===== src/rtl/spi_target.sv =====
// spi_target: SPI mode-0 responder.
//   Oversamples cs_n/sck/mosi/dc on clk. Received bytes go to a host-visible
//   holding register together with their D/C bit. Host-loaded bytes are shifted
//   out on spi_miso, MSB first.
// Optional build macro: SPI_TARGET_RX_FIFO_EN (4-entry receive FIFO instead of
//   the single receive holding register).
// Ports:
//   clk, rst             system clock, asynchronous active-high reset
//   spi_cs_n, spi_sck,
//   spi_mosi, spi_dc     SPI pins from the controller (asynchronous)
//   spi_miso, spi_miso_oe  data to the controller and its pad enable
//   rx_data, rx_dc, rx_valid, rx_read   host receive interface
//   tx_data, tx_load, tx_full           host transmit interface
//   rx_overrun, tx_underrun, status_clear  sticky error flags and their clear
module spi_target #(
  parameter int   SYNC_STAGES = 2,
  parameter logic IDLE_MISO   = 1'b1
) (
  input  logic       clk,
  input  logic       rst,
  input  logic       spi_cs_n,
  input  logic       spi_sck,
  input  logic       spi_mosi,
  input  logic       spi_dc,
  output logic       spi_miso,
  output logic       spi_miso_oe,
  output logic [7:0] rx_data,
  output logic       rx_dc,
  output logic       rx_valid,
  input  logic       rx_read,
  input  logic [7:0] tx_data,
  input  logic       tx_load,
  output logic       tx_full,
  output logic       rx_overrun,
  output logic       tx_underrun,
  input  logic       status_clear
);

  logic [SYNC_STAGES-1:0] cs_sync, sck_sync, mosi_sync, dc_sync;
  logic cs_d, sck_d;
  logic cs_s, sck_s, mosi_s, dc_s;

  always_ff @(posedge clk or posedge rst) begin
    if (rst) begin
      cs_sync   <= '1;
      sck_sync  <= '0;
      mosi_sync <= '0;
      dc_sync   <= '0;
      cs_d      <= 1'b1;
      sck_d     <= 1'b0;
    end else begin
      cs_sync   <= {cs_sync[SYNC_STAGES-2:0], spi_cs_n};
      sck_sync  <= {sck_sync[SYNC_STAGES-2:0], spi_sck};
      mosi_sync <= {mosi_sync[SYNC_STAGES-2:0], spi_mosi};
      dc_sync   <= {dc_sync[SYNC_STAGES-2:0], spi_dc};
      cs_d      <= cs_s;
      sck_d     <= sck_s;
    end
  end

  assign cs_s   = cs_sync[SYNC_STAGES-1];
  assign sck_s  = sck_sync[SYNC_STAGES-1];
  assign mosi_s = mosi_sync[SYNC_STAGES-1];
  assign dc_s   = dc_sync[SYNC_STAGES-1];

  logic       cs_fall, sck_rise, sck_fall, byte_done, tx_evt, rx_ovr_set;
  logic [2:0] bit_cnt;
  logic [6:0] rx_shift;   // only the 7 earlier bits of a byte need storing
  logic [7:0] rx_byte;
  logic [7:0] tx_shift, tx_hold;

  assign cs_fall   = cs_d & ~cs_s;
  assign sck_rise  = ~cs_s & ~sck_d & sck_s;
  assign sck_fall  = ~cs_s & sck_d & ~sck_s;
  assign byte_done = sck_rise & (bit_cnt == 3'd7);
  assign rx_byte   = {rx_shift, mosi_s};
  // The fall after the 8th rise finds bit_cnt already wrapped to 0.
  assign tx_evt    = cs_fall | (sck_fall & (bit_cnt == 3'd0));

  assign spi_miso_oe = ~cs_s;
  assign spi_miso    = cs_s ? IDLE_MISO : tx_shift[7];

  always_ff @(posedge clk or posedge rst) begin
    if (rst) begin
      bit_cnt     <= '0;
      rx_shift    <= '1;
      tx_shift    <= '1;
      tx_hold     <= '0;
      tx_full     <= 1'b0;
      rx_overrun  <= 1'b0;
      tx_underrun <= 1'b0;
    end else begin
      if (cs_s) begin
        bit_cnt  <= '0;
        rx_shift <= '1;
      end else if (sck_rise) begin
        rx_shift <= rx_byte[6:0];
        bit_cnt  <= bit_cnt + 3'd1;
      end

      if (tx_evt) begin
        tx_shift <= tx_full ? tx_hold : 8'hFF;
      end else if (sck_fall) begin
        tx_shift <= {tx_shift[6:0], 1'b1};
      end

      // A load arriving with a shifter load event lands after the transfer.
      if (tx_evt) begin
        tx_full <= tx_load;
        if (tx_load) tx_hold <= tx_data;
      end else if (tx_load && !tx_full) begin
        tx_full <= 1'b1;
        tx_hold <= tx_data;
      end

      // Set events are written last so they win over a same-cycle clear.
      if (status_clear) begin
        rx_overrun  <= 1'b0;
        tx_underrun <= 1'b0;
      end
      if (rx_ovr_set)          rx_overrun  <= 1'b1;
      if (tx_evt && !tx_full)  tx_underrun <= 1'b1;
    end
  end

`ifdef SPI_TARGET_RX_FIFO_EN
  logic [8:0] fifo_mem [4];
  logic [1:0] wr_ptr, rd_ptr;
  logic [2:0] fifo_cnt;
  logic       fifo_full, push, pop;

  assign fifo_full  = (fifo_cnt == 3'd4);
  assign pop        = rx_read & (fifo_cnt != 3'd0);
  assign push       = byte_done & (~fifo_full | rx_read);
  assign rx_ovr_set = byte_done & fifo_full & ~rx_read;
  assign rx_valid   = (fifo_cnt != 3'd0);
  assign rx_data    = fifo_mem[rd_ptr][7:0];
  assign rx_dc      = fifo_mem[rd_ptr][8];

  always_ff @(posedge clk or posedge rst) begin
    if (rst) begin
      for (int i = 0; i < 4; i++) fifo_mem[i] <= '0;
      wr_ptr   <= '0;
      rd_ptr   <= '0;
      fifo_cnt <= '0;
    end else begin
      if (push) begin
        fifo_mem[wr_ptr] <= {dc_s, rx_byte};
        wr_ptr           <= wr_ptr + 2'd1;
      end
      if (pop) rd_ptr <= rd_ptr + 2'd1;
      case ({push, pop})
        2'b10:   fifo_cnt <= fifo_cnt + 3'd1;
        2'b01:   fifo_cnt <= fifo_cnt - 3'd1;
        default: fifo_cnt <= fifo_cnt;
      endcase
    end
  end
`else
  assign rx_ovr_set = byte_done & rx_valid & ~rx_read;

  always_ff @(posedge clk or posedge rst) begin
    if (rst) begin
      rx_data  <= '0;
      rx_dc    <= 1'b0;
      rx_valid <= 1'b0;
    end else if (byte_done) begin
      rx_data  <= rx_byte;
      rx_dc    <= dc_s;
      rx_valid <= 1'b1;
    end else if (rx_read) begin
      rx_valid <= 1'b0;
    end
  end
`endif

endmodule


===== config.mk =====
export PLATFORM = sky130hd
export DESIGN_NAME = spi_target
export DESIGN_NICKNAME = d
export VERILOG_FILES = /design/src/rtl/spi_target.sv
export SDC_FILE = /design/constraint.sdc
export NUM_CORES = 1
export LEC_CHECK = 0
export ABC_AREA = 1
export CORE_AREA = 2 2 79 81
export CTS_CLUSTER_SIZE = 24
export DETAILED_ROUTE_END_ITERATION = 6
export DIE_AREA = 0 0 81 83
export PLACE_DENSITY = 0.54
export SYNTH_ARGS = -nofsm -noshare
export SYNTH_HDL_FRONTEND = slang
export SYNTH_SLANG_ARGS = --single-unit

===== constraint.sdc =====
create_clock -name clk -period 2.6 [get_ports clk]
set_clock_uncertainty 0.15 [all_clocks]
set_input_delay 0.52 -clock clk [delete_from_list [all_inputs] [get_ports clk]]
set_output_delay 0.52 -clock clk [all_outputs]
set_load 0.03 [all_outputs]

==> impl_metrics.json, run 1 <==
{
  "status": "finished clean",
  "drive_gt1_share_pct": 19.7,
  "yosysWarningCount": 0,
  "critical_path.top_delay_family": "buffers and inverters",
  "clk_pin_slew_ns": 0.09,
  "htreeDepth": 2,
  "gp_congestion": 0.789,
  "final.min_clock_period_ns": 2.38,
  "regToRegEndpoint": "tx_hold[0]",
  "rsz0062_at_grt": "false",
  "die_area_um2": 6720,
  "clk_latency_ns": 0.30,
  "ioPinCount": 32,
  "synth_area_um2": 2020,
  "grt_pass1_wl_mm": 6.35,
  "cts_setup_buffers": 0,
  "multi_input_area_um2": 653,
  "area_growth_pct": 25.7,
  "synth_nets": 219,
  "fmax_ghz": 0.420,
  "dieHeight_um": 83,
  "cp_max_fo": 7,
  "cts-resized-gates": 0,
  "yosysSeqAreaShare_pct": 61.8,
  "via_per_inst": 4.50,
  "path_cells": "or2_2 > clkdlybuf4s50_1",
  "synthDistinctLibCells": 22,
  "clock-sinks": 49,
  "crit_type": "register to primary output",
  "hold_depth": 0,
  "grt_pass1_vias": 1327,
  "max_cap_violations": 0,
  "grt_max_degree": 21,
  "dp_hpwl_mm": 2.62,
  "nets": 257,
  "reg2reg_depth": 7,
  "worst_pin_slew_ns": 0.431,
  "critical_path.max_stage_delay_ns": 0.66,
  "peakVddDrop_mv": 0.254,
  "required_ns": 1.93,
  "fin_area_um2": 2540,
  "start_util_pct": 34.7,
  "worst_setup_path_end_kind": "primary output",
  "finalSetupViolations": 0,
  "core_um2": 5820,
  "pwr_density_cell_nw_per_um2": 651,
  "postRouteAntennaNets": 0,
  "dr.first_iter.drc_count": 61,
  "setup-tns-final_ns": 0,
  "antenna_cells": 0,
  "routed_wl_mm": 3.64,
  "timing.rr.start": "bit_cnt[0]",
  "drc_errors": 0,
  "tritoncts": "done",
  "crit_arrival_ns": 1.71,
  "dieWidth_um": 81,
  "final_cell_mix": "nand2_1 (47), dfrtp_1 (31), clkdlybuf4s50_1 (31), inv_1 (21), nand3_1 (19)",
  "leakage_nw": 1.24,
  "path_buf_inv": 1,
  "hp-start": "dc_sync[0]",
  "syn_area_per_cell_um2": 10.1,
  "vias": 1410,
  "numCtsBuffers": 5,
  "hold_viol_final": 0,
  "fill_cells": 584,
  "maxSlewViolCount": 0,
  "min_period_over_period_pct": 91.5,
  "slowest_stage": "clkdlybuf4s50_1",
  "antenna_found_initial": 0,
  "clockRootBuffer": "clkbuf_8",
  "wl_per_cell_um": 11.6,
  "post_dp_cell_area_um2": 2420,
  "crit_path_start_kind": "register",
  "finalPower_mw": 1.65,
  "ys_ff_latch": 49,
  "crit_start": "cs_sync[1]",
  "grt.total_usage_pct": 12.3,
  "final-seq-area_um2": 1250,
  "dr.pass1.iters": 5,
  "mostFrequentLayoutCell": "nand2_1",
  "rrSetupSlack_ns": 0.79,
  "relSlewSlack_pct": 71.2,
  "io_buffers": 31,
  "synth_cells": 199,
  "postCtsHoldBufs": 0,
  "overflow": 0,
  "cts_max_path_buffers": 2,
  "hp-class": "register to register",
  "min_to": "dc_sync[1]",
  "num_rows": 28
}
==> per-stage QoR <==
stage                     hold WS, ns  util [%]  setup slack, ns  instances
final                           0.204      43.7            0.220        313
after global routing            0.221      43.7            0.176        313
after CTS                       0.207      43.7            0.203        313
after detailed placement        0.186      41.7            0.539        305
after global placement          0.182      41.7            0.548        305
after floorplan                 0.181         -            0.787        199
==> how the worst max path moves through the flow <==
stage / end / cells past startpoint
global placement: spi_miso / 2
finish: spi_miso / 2
floorplan: bit_cnt[0] / 1
global route: spi_miso / 2
CTS: spi_miso / 2
detailed placement: spi_miso / 2
==> power by group <==
group,switching (mW),total (mW),internal (mW)
registers,0.0391,0.894,0.855
logic,0.116,0.201,0.0854
clock network,0.244,0.558,0.314
==> kinds of logic after synthesis <==
kind of cell               synth area share [%]
and+or+nand+nor                            19.1
DFF                                        61.8
AOI/OAI and AO/OA                          11.4
buffers and inverters                      5.82
adders and majority gates                  1.86
==> state kept, by name (all words and copies together) (netlist names), 3 cells and up <==
signal	cells
rx_shift	7
tx_shift	8
bit_cnt	3
tx_hold	8
rx_data	8
==> cells in the mapped netlist <==
| cell type | number | area, µm² |
|---|---|---|
| clkinv_1 | 1 | 3.75 |
| nand3_2 | 2 | 20.0 |
| ha_1 | 3 | 37.5 |
| nand2_2 | 2 | 12.5 |
| nand3_1 | 19 | 95.1 |
| or2_2 | 1 | 6.26 |
| nand2_1 | 47 | 176 |
| a22oi_1 | 7 | 52.6 |
| inv_1 | 22 | 82.6 |
| a21oi_1 | 8 | 40.0 |
| nor3_4 | 1 | 16.3 |
| buf_6 | 1 | 11.3 |
| dfstp_2 | 18 | 473 |
| nand2_4 | 1 | 11.3 |
| o21ai_2 | 8 | 70.1 |
| nor2_2 | 1 | 6.26 |
| nor2_1 | 11 | 41.3 |
| o22ai_2 | 1 | 12.5 |
| dfrtp_1 | 31 | 776 |
| o21ai_0 | 11 | 55.1 |
| buf_4 | 2 | 15.0 |
| buf_2 | 1 | 5.00 |
==> final cells by class <==
type / instances / area share (%)
flip-flops and latches: 49 / 49.2
multi-input cells: 123 / 25.7
repair buffers: 35 / 13.4
well taps: 75 / 3.70
clock buffers: 7 / 3.40
inverters: 23 / 3.40
clock inverters: 1 / 1.18
==> per-layer routing <==
| metal | GRT usage (%) | vias up | share of wire (%) |
|---|---|---|---|
| met5 | 0 | - | 0 |
| met4 | 5.55 | 0 | 2.1 |
| met3 | 3.37 | 6 | 4.3 |
| met2 | 16.2 | 30 | 44 |
| met1 | 18.5 | 651 | 50 |
| li1 | - | 723 | - |
Power figures use the tool's default switching activity.
==> run 2, diff against run 1 <==
- CELL_PAD_IN_SITES_DETAIL_PLACEMENT: not set -> 1
- CELL_PAD_IN_SITES_GLOBAL_PLACEMENT: not set -> 1
- PLACE_DENSITY: 0.54 -> 0.67
==> run 2 against run 1 <==
  * Clock power down 18%
  * Largest cell class unchanged
  * Global-route usage rose by 1.5 points
  * Combinational power increased by 4%
  * Count of clock-buffer cells in the layout is 1 lower
  * Sequential power grew 0.4%
  * Routed wire length rose by 14%
  * Via count grew 2.3%
  * Highest routed layer unchanged
  * Core utilization fell by 0.26 points
==> impl_metrics.json, run 2 (synthesized netlist as in run 1, its figures left out) <==
{
  "status": "finished clean",
  "wl_met2_mm": 1.97,
  "crit_type": "register to primary output",
  "ioPinCount": 32,
  "postCtsHoldBufs": 0,
  "stdcell_count": 312,
  "wl_per_cell_um": 13.3,
  "switching_share_pct": 26.2,
  "final-seq-area_um2": 1250,
  "leakage_nw": 1.23,
  "grt_pass1_vias": 1541,
  "fmax_ghz": 0.417,
  "top_layer": "met4",
  "finalSetupViolations": 0,
  "pwr_density_cell_nw_per_um2": 621,
  "regToRegEndpoint": "tx_hold[5]",
  "grt_pass1_wl_mm": 7.28,
  "gp_congestion": 0.760,
  "start_util_pct": 34.7,
  "fin_area_um2": 2520,
  "final.min_clock_period_ns": 2.40,
  "overflow": 0,
  "die_area_um2": 6720,
  "maxSlewViolCount": 0,
  "dp_hpwl_mm": 2.98,
  "crit_arrival_ns": 1.73,
  "clockRootBuffer": "clkbuf_8",
  "critical_path.max_stage_delay_ns": 0.66,
  "worst_pin_slew_ns": 0.441,
  "reg2reg_depth": 7,
  "grt.total_usage_pct": 13.8,
  "area_growth_pct": 25.0,
  "crit_path_start_kind": "register",
  "wl_met3_um": 128,
  "clk_latency_ns": 0.30,
  "dieWidth_um": 81,
  "numCtsBuffers": 5,
  "rsz0062_at_grt": "false",
  "power_switching_mw": 0.410,
  "clock-sinks": 49,
  "max_cap_violations": 0,
  "fin_ws_ns": 0.201,
  "nets": 256,
  "min_period_over_period_pct": 92.3,
  "slowest_stage": "clkdlybuf4s50_1",
  "vias": 1442,
  "met1Wirelength_mm": 1.98,
  "dieHeight_um": 83,
  "drc_errors": 0,
  "min_to": "dc_sync[1]",
  "tritoncts": "done",
  "peakVddDrop_mv": 0.379,
  "post-place-ws_ns": 0.514,
  "final_cell_mix": "nand2_1 (47), dfrtp_1 (31), clkdlybuf4s50_1 (31), inv_1 (21), nand3_1 (19)",
  "finalPower_mw": 1.57,
  "largest_registers": "rx_data: 8 flops, tx_hold: 8 flops, tx_shift: 8 flops",
  "post_dp_cell_area_um2": 2430,
  "path_cells": "or2_2 > clkdlybuf4s50_1",
  "relSlewSlack_pct": 70.5,
  "mostFrequentLayoutCell": "nand2_1",
  "drive_gt1_share_pct": 19.8,
  "via_per_inst": 4.62,
  "io_buffers": 31,
  "p_seq_share_pct": 57.3,
  "routed_wl_mm": 4.14,
  "cts_setup_buffers": 0,
  "holdWs_ns": 0.206,
  "postLayoutCoreUtil_pct": 43.4,
  "setup-tns-final_ns": 0,
  "dp.cells": 304,
  "hold_depth": 0,
  "clockPowerShare_pct": 29.4,
  "fill_cells": 685,
  "postRouteAntennaNets": 0,
  "rrSetupSlack_ns": 0.72,
  "dr.first_iter.drc_count": 68,
  "core_um2": 5820,
  "grt_max_degree": 31,
  "cts_max_path_buffers": 2,
  "hp-class": "register to register",
  "p_int_mw": 1.16,
  "hold_viol_final": 0,
  "power_frac_comb_pct": 13.4,
  "multi_input_area_um2": 653,
  "dr.pass1.iters": 4,
  "cp_max_fo": 7,
  "antenna_found_initial": 0,
  "num_rows": 28,
  "antenna_cells": 0,
  "worst_setup_path_end_kind": "primary output",
  "clk_pin_slew_ns": 0.09,
  "cts-resized-gates": 0,
  "required_ns": 1.93,
  "hp-start": "dc_sync[0]",
  "timing.rr.start": "bit_cnt[0]",
  "htreeDepth": 2
}
-- run 2: cell types whose count changed in the layout (fill, tap and decap cells not counted), sizes merged --
cell | before | now
buf | 4 | 3
clkbuf | 7 | 6
bufinv | 1 | 0
clkinv | 1 | 3
-- run 2: cell type report --
cell class / count / area share, %
multi-input cells: 123 / 25.9
clock buffers: 6 / 3.27
inverters: 23 / 3.42
clock inverters: 2 / 0.545
flip-flops and latches: 49 / 49.5
repair buffers: 34 / 13.7
well taps: 75 / 3.72
-- run 2: power groups by stage --
stage	clock [mW]	combinational (mW)	sequential (mW)
floorplan	0	0.132	0.901
CTS	0.482	0.215	0.898
finish	0.460	0.209	0.898
global placement	0	0.205	0.907
global route	0.514	0.243	0.909
detailed placement	0	0.214	0.910
-- run 2: worst max-delay path, delay by kind of cell, from the launching register on --
family,cells,cell delay [ns]
buffers and inverters,1,0.66
DFF,1,0.64
and+or+nand+nor,1,0.13
-- run 2: worst max path at each step --
stage / startpoint / end / slack [ns] / cells past startpoint
after floorplan: rst / bit_cnt[0] / 0.79 / 1
after global placement: cs_sync[1] / spi_miso / 0.54 / 2
after detailed placement: cs_sync[1] / spi_miso / 0.51 / 2
after CTS: cs_sync[1] / spi_miso / 0.18 / 2
after global routing: cs_sync[1] / spi_miso / 0.14 / 2
final: cs_sync[1] / spi_miso / 0.20 / 2
-- run 2: per-layer routing --
metal  global-route usage [%]  vias up
met5                        0        -
met2                     21.6       24
met1                     19.1      700
li1                         -      712
met4                     4.62        0
met3                     2.39        6
==> run 3, diff against run 2 <==
- clock period: 2.6 -> 2.5 ns (I/O delays scaled with it)
==> run 3 against run 2 <==
  * Sequential cell count stayed put
  * Cell area increased by 0.20%
  * Power grew 5.5%
  * Final cell count unchanged
  * Largest power group unchanged
  * Largest cell class unchanged
  * Critical path type unchanged
==> impl_metrics.json, run 3 (synthesized netlist as in run 1, its figures left out) <==
{
  "status": "finished clean",
  "critical_path.top_delay_family": "buffers and inverters",
  "worst_setup_path_end_kind": "primary output",
  "timing.rr.start": "bit_cnt[0]",
  "ioPinCount": 32,
  "cts_max_path_buffers": 2,
  "num_rows": 28,
  "io_buffers": 31,
  "wl_per_cell_um": 13.3,
  "hold_viol_final": 0,
  "dp_hpwl_mm": 2.91,
  "dieWidth_um": 81,
  "required_ns": 1.85,
  "min_period_over_period_pct": 95.6,
  "vias": 1445,
  "worst_pin_slew_ns": 0.449,
  "setup-tns-final_ns": 0,
  "dieHeight_um": 83,
  "die_area_um2": 6720,
  "clk_latency_ns": 0.30,
  "postCtsHoldBufs": 0,
  "clockRootBuffer": "clkbuf_8",
  "pwr_density_cell_nw_per_um2": 654,
  "htreeDepth": 2,
  "crit_arrival_ns": 1.74,
  "path_cells": "or2_2 > clkdlybuf4s50_1",
  "dr.pass1.iters": 4,
  "postRouteAntennaNets": 0,
  "relSlewSlack_pct": 70.0,
  "fill_cells": 677,
  "numCtsBuffers": 5,
  "regToRegEndpoint": "tx_hold[1]",
  "slowest_stage": "clkdlybuf4s50_1",
  "grt.total_usage_pct": 13.8,
  "leakage_nw": 1.23,
  "finalPower_mw": 1.65,
  "finalSetupViolations": 0,
  "fmax_ghz": 0.418,
  "cts_setup_buffers": 0,
  "cts-resized-gates": 0,
  "antenna_found_initial": 0,
  "critical_path.max_stage_delay_ns": 0.66,
  "largest_registers": "rx_data: 8 flops, tx_hold: 8 flops, tx_shift: 8 flops",
  "grt_pass1_wl_mm": 7.11,
  "min_to": "dc_sync[1]",
  "routed_wl_mm": 4.14,
  "crit_type": "register to primary output",
  "final_cell_mix": "nand2_1 (47), dfrtp_1 (31), clkdlybuf4s50_1 (31), inv_1 (21), nand3_1 (19)",
  "max_cap_violations": 0,
  "grt_pass1_vias": 1469,
  "overflow": 0,
  "hp-start": "dc_sync[0]",
  "reg2reg_depth": 7,
  "path_buf_inv": 1,
  "mostFrequentLayoutCell": "nand2_1",
  "nets": 256,
  "clock-sinks": 49,
  "antenna_cells": 0,
  "clk_pin_slew_ns": 0.09,
  "post-place-ws_ns": 0.438,
  "hold_depth": 0,
  "drc_errors": 0,
  "hp-class": "register to register",
  "grt_max_degree": 31,
  "gp_congestion": 0.767,
  "rrSetupSlack_ns": 0.64,
  "area_growth_pct": 25.2,
  "tritoncts": "done",
  "start_util_pct": 34.7,
  "core_um2": 5820,
  "final.min_clock_period_ns": 2.39,
  "maxSlewViolCount": 0,
  "rsz0062_at_grt": "false",
  "peakVddDrop_mv": 0.273,
  "holdWs_ns": 0.204,
  "cp_max_fo": 7,
  "dr.first_iter.drc_count": 45,
  "fin_ws_ns": 0.109,
  "crit_path_start_kind": "register",
  "via_per_inst": 4.63,
  "drive_gt1_share_pct": 19.8
}
-- run 3: cell count changes in the layout (fill, tap and decap cells not counted) --
| cell | delta |
|---|---|
| clkbuf_8 | +1 |
| clkinv_4 | -1 |
-- run 3: stage by stage --
| step | util, % | instance area [µm²] | instances |
|---|---|---|---|
| 2_1_floorplan | - | 2020 | 199 |
| 3_3_place_gp | 41.7 | 2430 | 304 |
| 3_5_place_dp | 41.7 | 2430 | 304 |
| 4_1_cts | 43.5 | 2530 | 312 |
| 5_1_grt | 43.5 | 2530 | 312 |
| 6_report | 43.5 | 2530 | 312 |
-- run 3: worst max path at each step --
stage                     startpoint         end  cells past startpoint
after floorplan                  rst  bit_cnt[0]                      1
after global placement    cs_sync[1]    spi_miso                      2
after detailed placement  cs_sync[1]    spi_miso                      2
after CTS                 cs_sync[1]    spi_miso                      2
after global routing      cs_sync[1]    spi_miso                      2
final                     cs_sync[1]    spi_miso                      2
-- run 3: per-layer routing --
metal | share of wire (%) | up-vias | GRT usage, %
met5 | 0 | - | 0
met4 | 2.1 | 0 | 6.01
met3 | 3.8 | 6 | 3.59
met1 | 48 | 701 | 19.7
met2 | 46 | 26 | 19.5
li1 | - | 712 | -
-- run 3: power by group --
group | switching (mW) | internal [mW]
Combinational | 0.126 | 0.0900
Sequential | 0.0419 | 0.889
Clock | 0.257 | 0.250
-- run 3: layout make-up --
| cell class | instances | area (µm²) | share of cell area [%] |
|---|---|---|---|
| clock buffer | 7 | 96.3 | 3.81 |
| clock inverter | 1 | 5.00 | 0.198 |
| inverter | 23 | 86.3 | 3.41 |
| multi-input combinational | 123 | 653 | 25.8 |
| sequential | 49 | 1250 | 49.4 |
| tap | 75 | 93.8 | 3.71 |
| timing repair buffer | 34 | 345 | 13.7 |
-- run 3: worst reg2reg max path: stages, from the launching register on --
cell	delay, ns
dfrtp_1	0.39
inv_1	0.09
ha_1	0.15
inv_1	0.06
o21ai_2	0.37
nand3_1	0.34
nand3_1	0.16
nand2_1	0.06
